## src/rtl/serial_add_ctrl.sv

```systemverilog
// serial_add_ctrl: bit-serial adder sequencer; start/A/B/C0 in, busy/done/S/C out, one full-adder cell reused over WIDTH cycles
module serial_add_ctrl #(
  parameter int WIDTH = 3
) (
  input  logic             clk,
  input  logic             rst,
  input  logic             start,
  input  logic [WIDTH-1:0] A,
  input  logic [WIDTH-1:0] B,
  input  logic             C0,
  output logic             busy,
  output logic             done,
  output logic [WIDTH-1:0] S,
  output logic             C
);
  localparam int CW = (WIDTH > 1) ? $clog2(WIDTH) : 1;
  typedef enum logic [1:0] {IDLE, RUN, DONE} state_t;
  state_t state_q, state_d;
  logic [WIDTH-1:0] opa_q, opa_d, opb_q, opb_d, acc_q, acc_d, s_q, s_d, acc_nx;
  logic [CW-1:0] cnt_q, cnt_d;
  logic carry_q, carry_d, c_q, c_d, sum_bit, cout_bit, last;
  assign sum_bit  = opa_q[0] ^ opb_q[0] ^ carry_q;
  assign cout_bit = (opa_q[0] & opb_q[0]) | (carry_q & (opa_q[0] ^ opb_q[0]));
  assign acc_nx   = (acc_q >> 1) | (WIDTH'(sum_bit) << (WIDTH - 1));
  assign last     = cnt_q == CW'(WIDTH - 1);
  always_comb begin
    state_d = state_q;
    opa_d   = opa_q;
    opb_d   = opb_q;
    acc_d   = acc_q;
    carry_d = carry_q;
    cnt_d   = cnt_q;
    s_d     = s_q;
    c_d     = c_q;
    if (state_q == RUN) begin
      carry_d = cout_bit;
      acc_d   = acc_nx;
      opa_d   = opa_q >> 1;
      opb_d   = opb_q >> 1;
      cnt_d   = cnt_q + CW'(1);
      if (last) begin
        s_d     = acc_nx;
        c_d     = cout_bit;
        state_d = DONE;
      end
    end else if (start) begin
      opa_d   = A;
      opb_d   = B;
      carry_d = C0;
      acc_d   = '0;
      cnt_d   = '0;
      state_d = RUN;
    end else begin
      state_d = IDLE;
    end
  end
  always_ff @(posedge clk) begin
    if (rst) begin
      state_q <= IDLE;
      opa_q   <= '0;
      opb_q   <= '0;
      acc_q   <= '0;
      carry_q <= 1'b0;
      cnt_q   <= '0;
      s_q     <= '0;
      c_q     <= 1'b0;
    end else begin
      state_q <= state_d;
      opa_q   <= opa_d;
      opb_q   <= opb_d;
      acc_q   <= acc_d;
      carry_q <= carry_d;
      cnt_q   <= cnt_d;
      s_q     <= s_d;
      c_q     <= c_d;
    end
  end
  assign busy = state_q == RUN;
  assign done = state_q == DONE;
  assign S    = s_q;
  assign C    = c_q;
endmodule

```

## config.mk

```make
export PLATFORM = sky130hd
export DESIGN_NAME = serial_add_ctrl
export DESIGN_NICKNAME = d
export VERILOG_FILES = /design/src/rtl/serial_add_ctrl.sv
export SDC_FILE = /design/constraint.sdc
export NUM_CORES = 1
export LEC_CHECK = 0
export CAP_MARGIN = 5
export CORE_MARGIN = 2
export CORE_UTILIZATION = 45
export CTS_CLUSTER_DIAMETER = 120
export DETAILED_ROUTE_END_ITERATION = 10
export DONT_BUFFER_PORTS = 1
export PLACE_DENSITY = 0.57
export SLEW_MARGIN = 20
export SYNTH_ARGS = -nofsm -noshare
export SYNTH_HDL_FRONTEND = slang
export SYNTH_SLANG_ARGS = --single-unit
```

## constraint.sdc

```tcl
create_clock -name clk -period 1.5 [get_ports clk]
set_input_delay 0.3 -clock clk [delete_from_list [all_inputs] [get_ports clk]]
set_output_delay 0.3 -clock clk [all_outputs]
set_load 0.005 [all_outputs]
```

Word level (Yosys, flattened, before mapping)

Index checks and enable logic that the tools add are counted.

Bits in latches: 0
ROM bits: 0
Flip-flop bits (word level): 18
Memory bits (writable): 0
Memories: 0
Output and inout port bits: 6

Multiply operators: 0
Equal/unequal tests: 4
Mux-type cells: 13
Bitwise gates (word level): 6
Divide/modulo/power cells: 0
Shift operators: 0
$add $sub $neg: 1
$lt $le $gt $ge: 0
Reduce and logical (&&, ||, !) cells: 3

Operators with widths:

| operator                                                                | count |
|---|---|
| 2-bit two-way mux                                                       | 8 |
| 3-bit two-way mux                                                       | 2 |
| 2-bit equality test, second input constant                              | 2 |
| 1-bit two-way mux                                                       | 3 |
| 2-bit by 3-bit bitwise OR with 3-bit output                             | 1 |
| 2-bit by 1-bit adder with 2-bit output, second input constant           | 1 |
| 1-bit bitwise AND                                                       | 2 |
| 2-bit by 1-bit equality test with 1-bit output, second input constant   | 1 |
| 2-bit by 1-bit inequality test with 1-bit output, second input constant | 1 |
| 2-bit AND reduction                                                     | 1 |
| 2-bit nonzero test                                                      | 1 |
| 2-bit OR reduction                                                      | 1 |
| 1-bit bitwise XOR                                                       | 2 |
| 1-bit bitwise OR                                                        | 1 |

Depth between registers and ports, before layout

Gate-level depths: netlist of the first run.

Depth after elaboration: 4
Depth in mapped cells: 5

Least setup slack after synthesis of the first run

OpenSTA, ideal clock, no wires.

Path kind: register -> register
Start: register opa_q[0]
End: register s_q[2] (netlist: S[2])
Library setup time: 70 ps
Slack: 419 ps
Data required time: 1430 ps
Cell stages (with the launch flop): 4
Buffers on the path: 0
Arrival: 1011 ps
Cells stage by stage: dfxtp_1 > fa_1 > nand3_1 > a21oi_1

Longest elaborated chain between the ends: 3

Ends and longest elaborated chain:

| element                                     | RTL line | text |
|---|---|---|
| start, declared                             | 19       | `logic [WIDTH-1:0] opa_q, opa_d, opb_q, opb_d, acc_q, acc_d, s_q, s_d, acc_nx;` |
| start signal, assigned                      | 69       | `opa_q <= opa_d;` |
| 1-bit bitwise XOR (2 in series)             | 22       | `assign sum_bit = opa_q[0] ^ opb_q[0] ^ carry_q;` |
| 2-bit by 3-bit bitwise OR with 3-bit output | 24       | `assign acc_nx = (acc_q >> 1) \| (WIDTH'(sum_bit) << (WIDTH - 1));` |
| via acc_nx[2]                               | 19       |  |
| end signal, assigned                        | 65       | `s_q <= '0;` |
| end signal, assigned                        | 74       | `s_q <= s_d;` |
| end, declared                               | 19       |  |

The timed path passes the listed nets, and every way through them passes these cells.
A chain may end at the register's enable or synchronous reset.

Worst setup path in the final report of the first run

Start: register state_q[0]
End: output port busy

Longest elaborated chain between the ends: 1

Ends and longest elaborated chain:

| element                                        | RTL line | text |
|---|---|---|
| start, declared                                | 18       | `state_t state_q, state_d;` |
| start signal, assigned                         | 68       | `state_q <= state_d;` |
| 2-bit by 1-bit equality test with 1-bit output | 78       | `assign busy = state_q == RUN;` |
| end, declared                                  | 11       | `output logic busy,` |

No other way between the ends.

==> results of run 1 <==
sequential cells by signal, indices dropped and copies added (netlist names):
register  flops
C             1
opb_q         3
acc_q         2
state_q       2
opa_q         3
carry_q       1
cnt_q         2
S             3
cell families after synthesis:
logic type / Yosys count
AND/OR/NAND/NOR: 28
flip-flops: 17
AO/OA/AOI/OAI: 14
buffers and inverters: 7
multiplexers: 7
adder cells (fa/ha/maj): 2
where the power goes:
group,internal [mW],switching (mW)
clock,0.0990,0.148
combinational,0.0343,0.0372
sequential,0.474,0.0153
total,0.607,0.201
per-stage QoR:
| stage | cells | hold WS [ns] |
|---|---|---|
| 3_3_place_gp | 86 | 0.371 |
| 6_report | 90 | 0.0617 |
| 5_1_grt | 90 | 0.0462 |
| 3_5_place_dp | 86 | 0.373 |
| 4_1_cts | 90 | 0.0546 |
| 2_1_floorplan | 75 | 0.444 |
path summary, 6_finish.rpt:
| check | endpoint | slack (ns) | depth (start not counted) |
|---|---|---|---|
| setup / recovery | busy | 0.15 | 2 |
| hold / removal | cnt_q[0] | 0.06 | 1 |
| setup reg to reg | cnt_q[0] | 0.29 | 4 |
| hold reg to reg | acc_q[1] | 0.46 | 2 |
worst max-delay path, stage by stage (launching register included):
cell	delay [ns]
dfxtp_1	0.41
nand2b_4	0.14
inv_2	0.20
area by class of cell:
cell class / instances / area (sq um) / share of cell area
clock buffers: 3 / 22.5 / 0.0310
clock inverters: 1 / 5.00 / 0.00690
well taps: 16 / 20.0 / 0.0276
flip-flops and latches: 17 / 340 / 0.469
inverters: 2 / 7.51 / 0.0103
multi-input cells: 51 / 330 / 0.455
routing by layer:
layer,vias to the layer above,GRT usage,wire length (um)
li1,254,-,-
met1,227,0.215,590
met2,13,0.212,557
met3,2,0.0292,54
met4,0,0.0909,8
met5,-,0,0
placed cells by master, fill, tap and decap left out:
cell / n
dfxtp_1: 17
a21oi_1: 8
nand2_1: 7
nor2_1: 7
mux2i_1: 7
a211oi_1: 5
nand3b_1: 4
nand3_1: 4
clkbuf_4: 3
nor3_1: 2
nand2b_4: 1
inv_2: 1
nor2b_1: 1
inv_1: 1
o21ai_0: 1
or3_1: 1
nand2b_1: 1
fa_1: 1
ha_1: 1
clkinv_2: 1
==> impl_metrics.tcl, run 1 <==
set metrics [dict create \
    outcome "finished, final reports clean" \
    fillers 143 \
    min_from "rst" \
    globalRoute.totalOverflow 0 \
    syn2layout_area_growth_pct 2.65 \
    leakage_nw 0.278 \
    die_w_um 43.6 \
    worstPathRequired_ns 1.20 \
    synth_edf_count 0 \
    tightest_slew_ns 0.222 \
    maxSlewViolCount 0 \
    synth_area_sq_um 707 \
    muxShareOfSynthArea 0.0991 \
    period_needed_ns 1.35 \
    syn_area_per_cell_sq_um 9.43 \
    hold_buffers 0 \
    final_util 0.487 \
    synth_async_sr_flop_share 0 \
    wl_per_cell_um 13.4 \
    synth_cell_types 21 \
    synthAdderAreaFrac 0.0460 \
    gp_congestion 0.663 \
    synth_top_family_by_area "simple AND/OR/NAND/NOR gates" \
    start_util 0.475 \
    via_per_inst 5.51 \
    clock_latency_ns 0.29 \
    rows 14 \
    synth_most_common_cell "dfxtp_1" \
    yosys.area_share.simple 0.205 \
    antenna_left 0 \
    ir_drop_v 0.000519 \
    postCtsSetupBuffers 0 \
    synth_common_cells "dfxtp_1, a21oi_1, mux2i_1, nand2_1, nor2_1" \
    postCtsResizedCells 0 \
    routed_wl_mm 1.21 \
    critPathCaptureType "primary output" \
    layout-drive-gt1-share 0.0811 \
    synth-compound-area-share 0.117 \
    cap_violations 0 \
    hold_viol_final 0 \
    cp.arrival_ns 1.05 \
    antenna_found_initial 0 \
    crit_fanout 14 \
    netlist.area_leader.share 0.481 \
    drc_errors 0 \
    synth_top_cell_by_area "dfxtp_1" \
    grt_max_degree 18 \
    tritoncts "yes" \
    grt_pass1_wl_mm 2.15 \
    nNetsFinal 87 \
    ys_seq_elements 17 \
    drt_iter0_drc 4 \
    core_area_sq_um 1490 \
    fin_skew_ns 0.00503 \
    cts_root_buf "clkbuf_4" \
    fmax_mhz 743 \
    critPathLaunchType "flip-flop" \
    finalSetupViolations 0 \
    power_uw 808 \
    chipHeight_um 43.6 \
    dpl-instance-area_sq_um 698 \
    dieArea_sq_um 1900 \
    yosys_warnings 0 \
    hpwlAfterDp_um 840 \
    grt_setup_unrepaired "no" \
    synthCells 75 \
    drt-pass1-iter-count 4 \
    fin_area_sq_um 726 \
    htree_levels 1 \
    grt_use_total 0.152 \
    cts_sinks 17 \
    clk_pin_slew_ns 0.11 \
    grt_pass1_vias 490 \
    synthXorXnorAreaFrac 0 \
    dp_slack_ns 0.323 \
    worst_slack_ns 0.154 \
    dr_total_vias 496 \
    synth_nets 87 \
    crit_type "flip-flop to primary output" \
    finalCritPeriodShare 0.898 \
    setup-tns-final_ns 0 \
    port-buffer-count 0 \
    synthTopCellsByArea "dfxtp_1, mux2i_1, a21oi_1" \
    num_io_pins 16 \
    ys_seq_area_frac 0.481 \
    synthFlopType "dfxtp_1" \
    cp-startpoint "state_q[0]" \
    cts_made_buffers 3 \
    clk_path_buf_depth 2 \
    pwr_density_cell_nw_per_um2 1110 \
    timing.rr.start "state_q[1]" \
    maxSlewHeadroom 0.852 \
    hold_class "input pin to flip-flop" \
    antennaDiodeCount 0 \
]
Power figures use the tool's default switching activity.
==> inputs of run 2 (changes only) <==
--- a/config.mk
+++ b/config.mk
@@ -6,7 +6,7 @@
 export NUM_CORES = 1
 export LEC_CHECK = 0
 export CAP_MARGIN = 5
-export CORE_MARGIN = 2
+export CORE_MARGIN = 1
 export CORE_UTILIZATION = 45
 export CTS_CLUSTER_DIAMETER = 120
 export DETAILED_ROUTE_END_ITERATION = 10
==> impl_metrics.tcl, run 2 (synthesis results as in run 1) <==
set metrics [dict create \
    min_from "rst" \
    layout-drive-gt1-share 0.0811 \
    die_w_um 41.6 \
    whs_endpoint "state_q[1]" \
    cts_made_buffers 3 \
    cts_root_buf "clkbuf_4" \
    crit_type "flip-flop to primary output" \
    port-buffer-count 0 \
    antennaDiodeCount 0 \
    drt_iter0_drc 4 \
    crit_family "flip-flops" \
    layout_commonest_cell "dfxtp_1" \
    htree_levels 1 \
    grt_setup_unrepaired "no" \
    routed_wl_mm 1.30 \
    reg2reg_to "cnt_q[0]" \
    maxSlewHeadroom 0.840 \
    min_path_cells 1 \
    timing.rr.start "state_q[1]" \
    hold_viol_final 0 \
    antenna_found_initial 0 \
    cp_num_buf_inv 1 \
    crit_chain "nand2b_4 > inv_2" \
    clk_path_buf_depth 2 \
    hold_class "input pin to flip-flop" \
    chipHeight_um 41.6 \
    critPathCaptureType "primary output" \
    grt_use_total 0.162 \
    start_util 0.511 \
    r2r_setup_slack_ns 0.28 \
    dr_total_vias 512 \
    dieArea_sq_um 1730 \
    fmax_mhz 737 \
    final_cell_mix "dfxtp_1, a21oi_1, nand2_1, nor2_1, mux2i_1" \
    antenna_left 0 \
    postCtsSetupBuffers 0 \
    finalSetupViolations 0 \
    tightest_slew_ns 0.240 \
    grt_pass1_vias 494 \
    rr_worst_depth 4 \
    globalRoute.totalOverflow 0 \
    fin_skew_ns 0.00445 \
    ir_drop_v 0.000645 \
    via_per_inst 5.75 \
    clk_pin_slew_ns 0.10 \
    setup-tns-final_ns 0 \
    num_io_pins 16 \
    power_uw 809 \
    postCtsResizedCells 0 \
    grt_max_degree 18 \
    cap_violations 0 \
    period_needed_ns 1.36 \
    maxSlewViolCount 0 \
    finalCritPeriodShare 0.905 \
    leakage_nw 0.278 \
    worst_path_largest_cell_delay_ns 0.41 \
    drt-pass1-iter-count 4 \
    grt_pass1_wl_mm 2.10 \
    worstPathRequired_ns 1.20 \
    syn2layout_area_growth_pct 2.48 \
    clock_latency_ns 0.29 \
    hpwlAfterDp_um 862 \
    outcome "finished, final reports clean" \
    core_area_sq_um 1380 \
    gp_congestion 0.672 \
    crit_fanout 14 \
    wl_per_cell_um 14.6 \
    hold_buffers 0 \
    nNetsFinal 87 \
    drc_errors 0 \
    pwr_density_cell_nw_per_um2 1120 \
    rows 13 \
    tritoncts "yes" \
    critPathLaunchType "flip-flop" \
    cts_sinks 17 \
    cp_slowest_cell "dfxtp_1" \
    cp.arrival_ns 1.06 \
]
-- run 2: cell counts in the layout (fill, tap and decap cells not counted) --
No cell type changed its count.
-- run 2: final cells by class --
cell class                      instances  area [sq um]
Clock buffer                            3          22.5
Clock inverter                          1          5.00
Fill cell                             137           658
Inverter                                2          7.51
Multi-Input combinational cell         51           330
Sequential cell                        17           340
Tap cell                               15          18.8
-- run 2: worst max path at each step --
stage                     from       end  slack [ns]  cells past startpoint
CTS                 state_q[0]      busy        0.13                      2
detailed placement  state_q[1]  cnt_q[0]        0.31                      4
global placement      cnt_q[0]      S[2]        0.31                      5
finish              state_q[0]      busy        0.14                      2
global route        state_q[0]      busy        0.08                      2
floorplan             opa_q[0]      S[2]        0.42                      3
-- run 2: routing by layer --
layer | global-route usage | vias to the layer above | wire length [um]
met2 | 0.266 | 13 | 605
met1 | 0.184 | 243 | 602
li1 | - | 254 | -
met4 | 0.0581 | 0 | 17
met3 | 0.0739 | 2 | 71
met5 | 0 | - | 0
-- run 2: report_power, final --
group          internal [mW]  total [mW]  switching, mW
registers              0.474       0.489         0.0152
logic                 0.0336      0.0719         0.0383
clock network         0.0993       0.248          0.149
total                  0.607       0.809          0.203
-- run 2: stage by stage --
step / setup WS, ns / hold WS (ns) / std cells / util / cell area (sq um)
2_1_floorplan: 0.419 / 0.444 / 75 / - / 707
3_3_place_gp: 0.310 / 0.372 / 85 / 0.504 / 697
3_5_place_dp: 0.306 / 0.373 / 85 / 0.504 / 697
4_1_cts: 0.126 / 0.0489 / 89 / 0.524 / 724
5_1_grt: 0.0802 / 0.0385 / 89 / 0.524 / 724
6_report: 0.142 / 0.0583 / 89 / 0.524 / 724
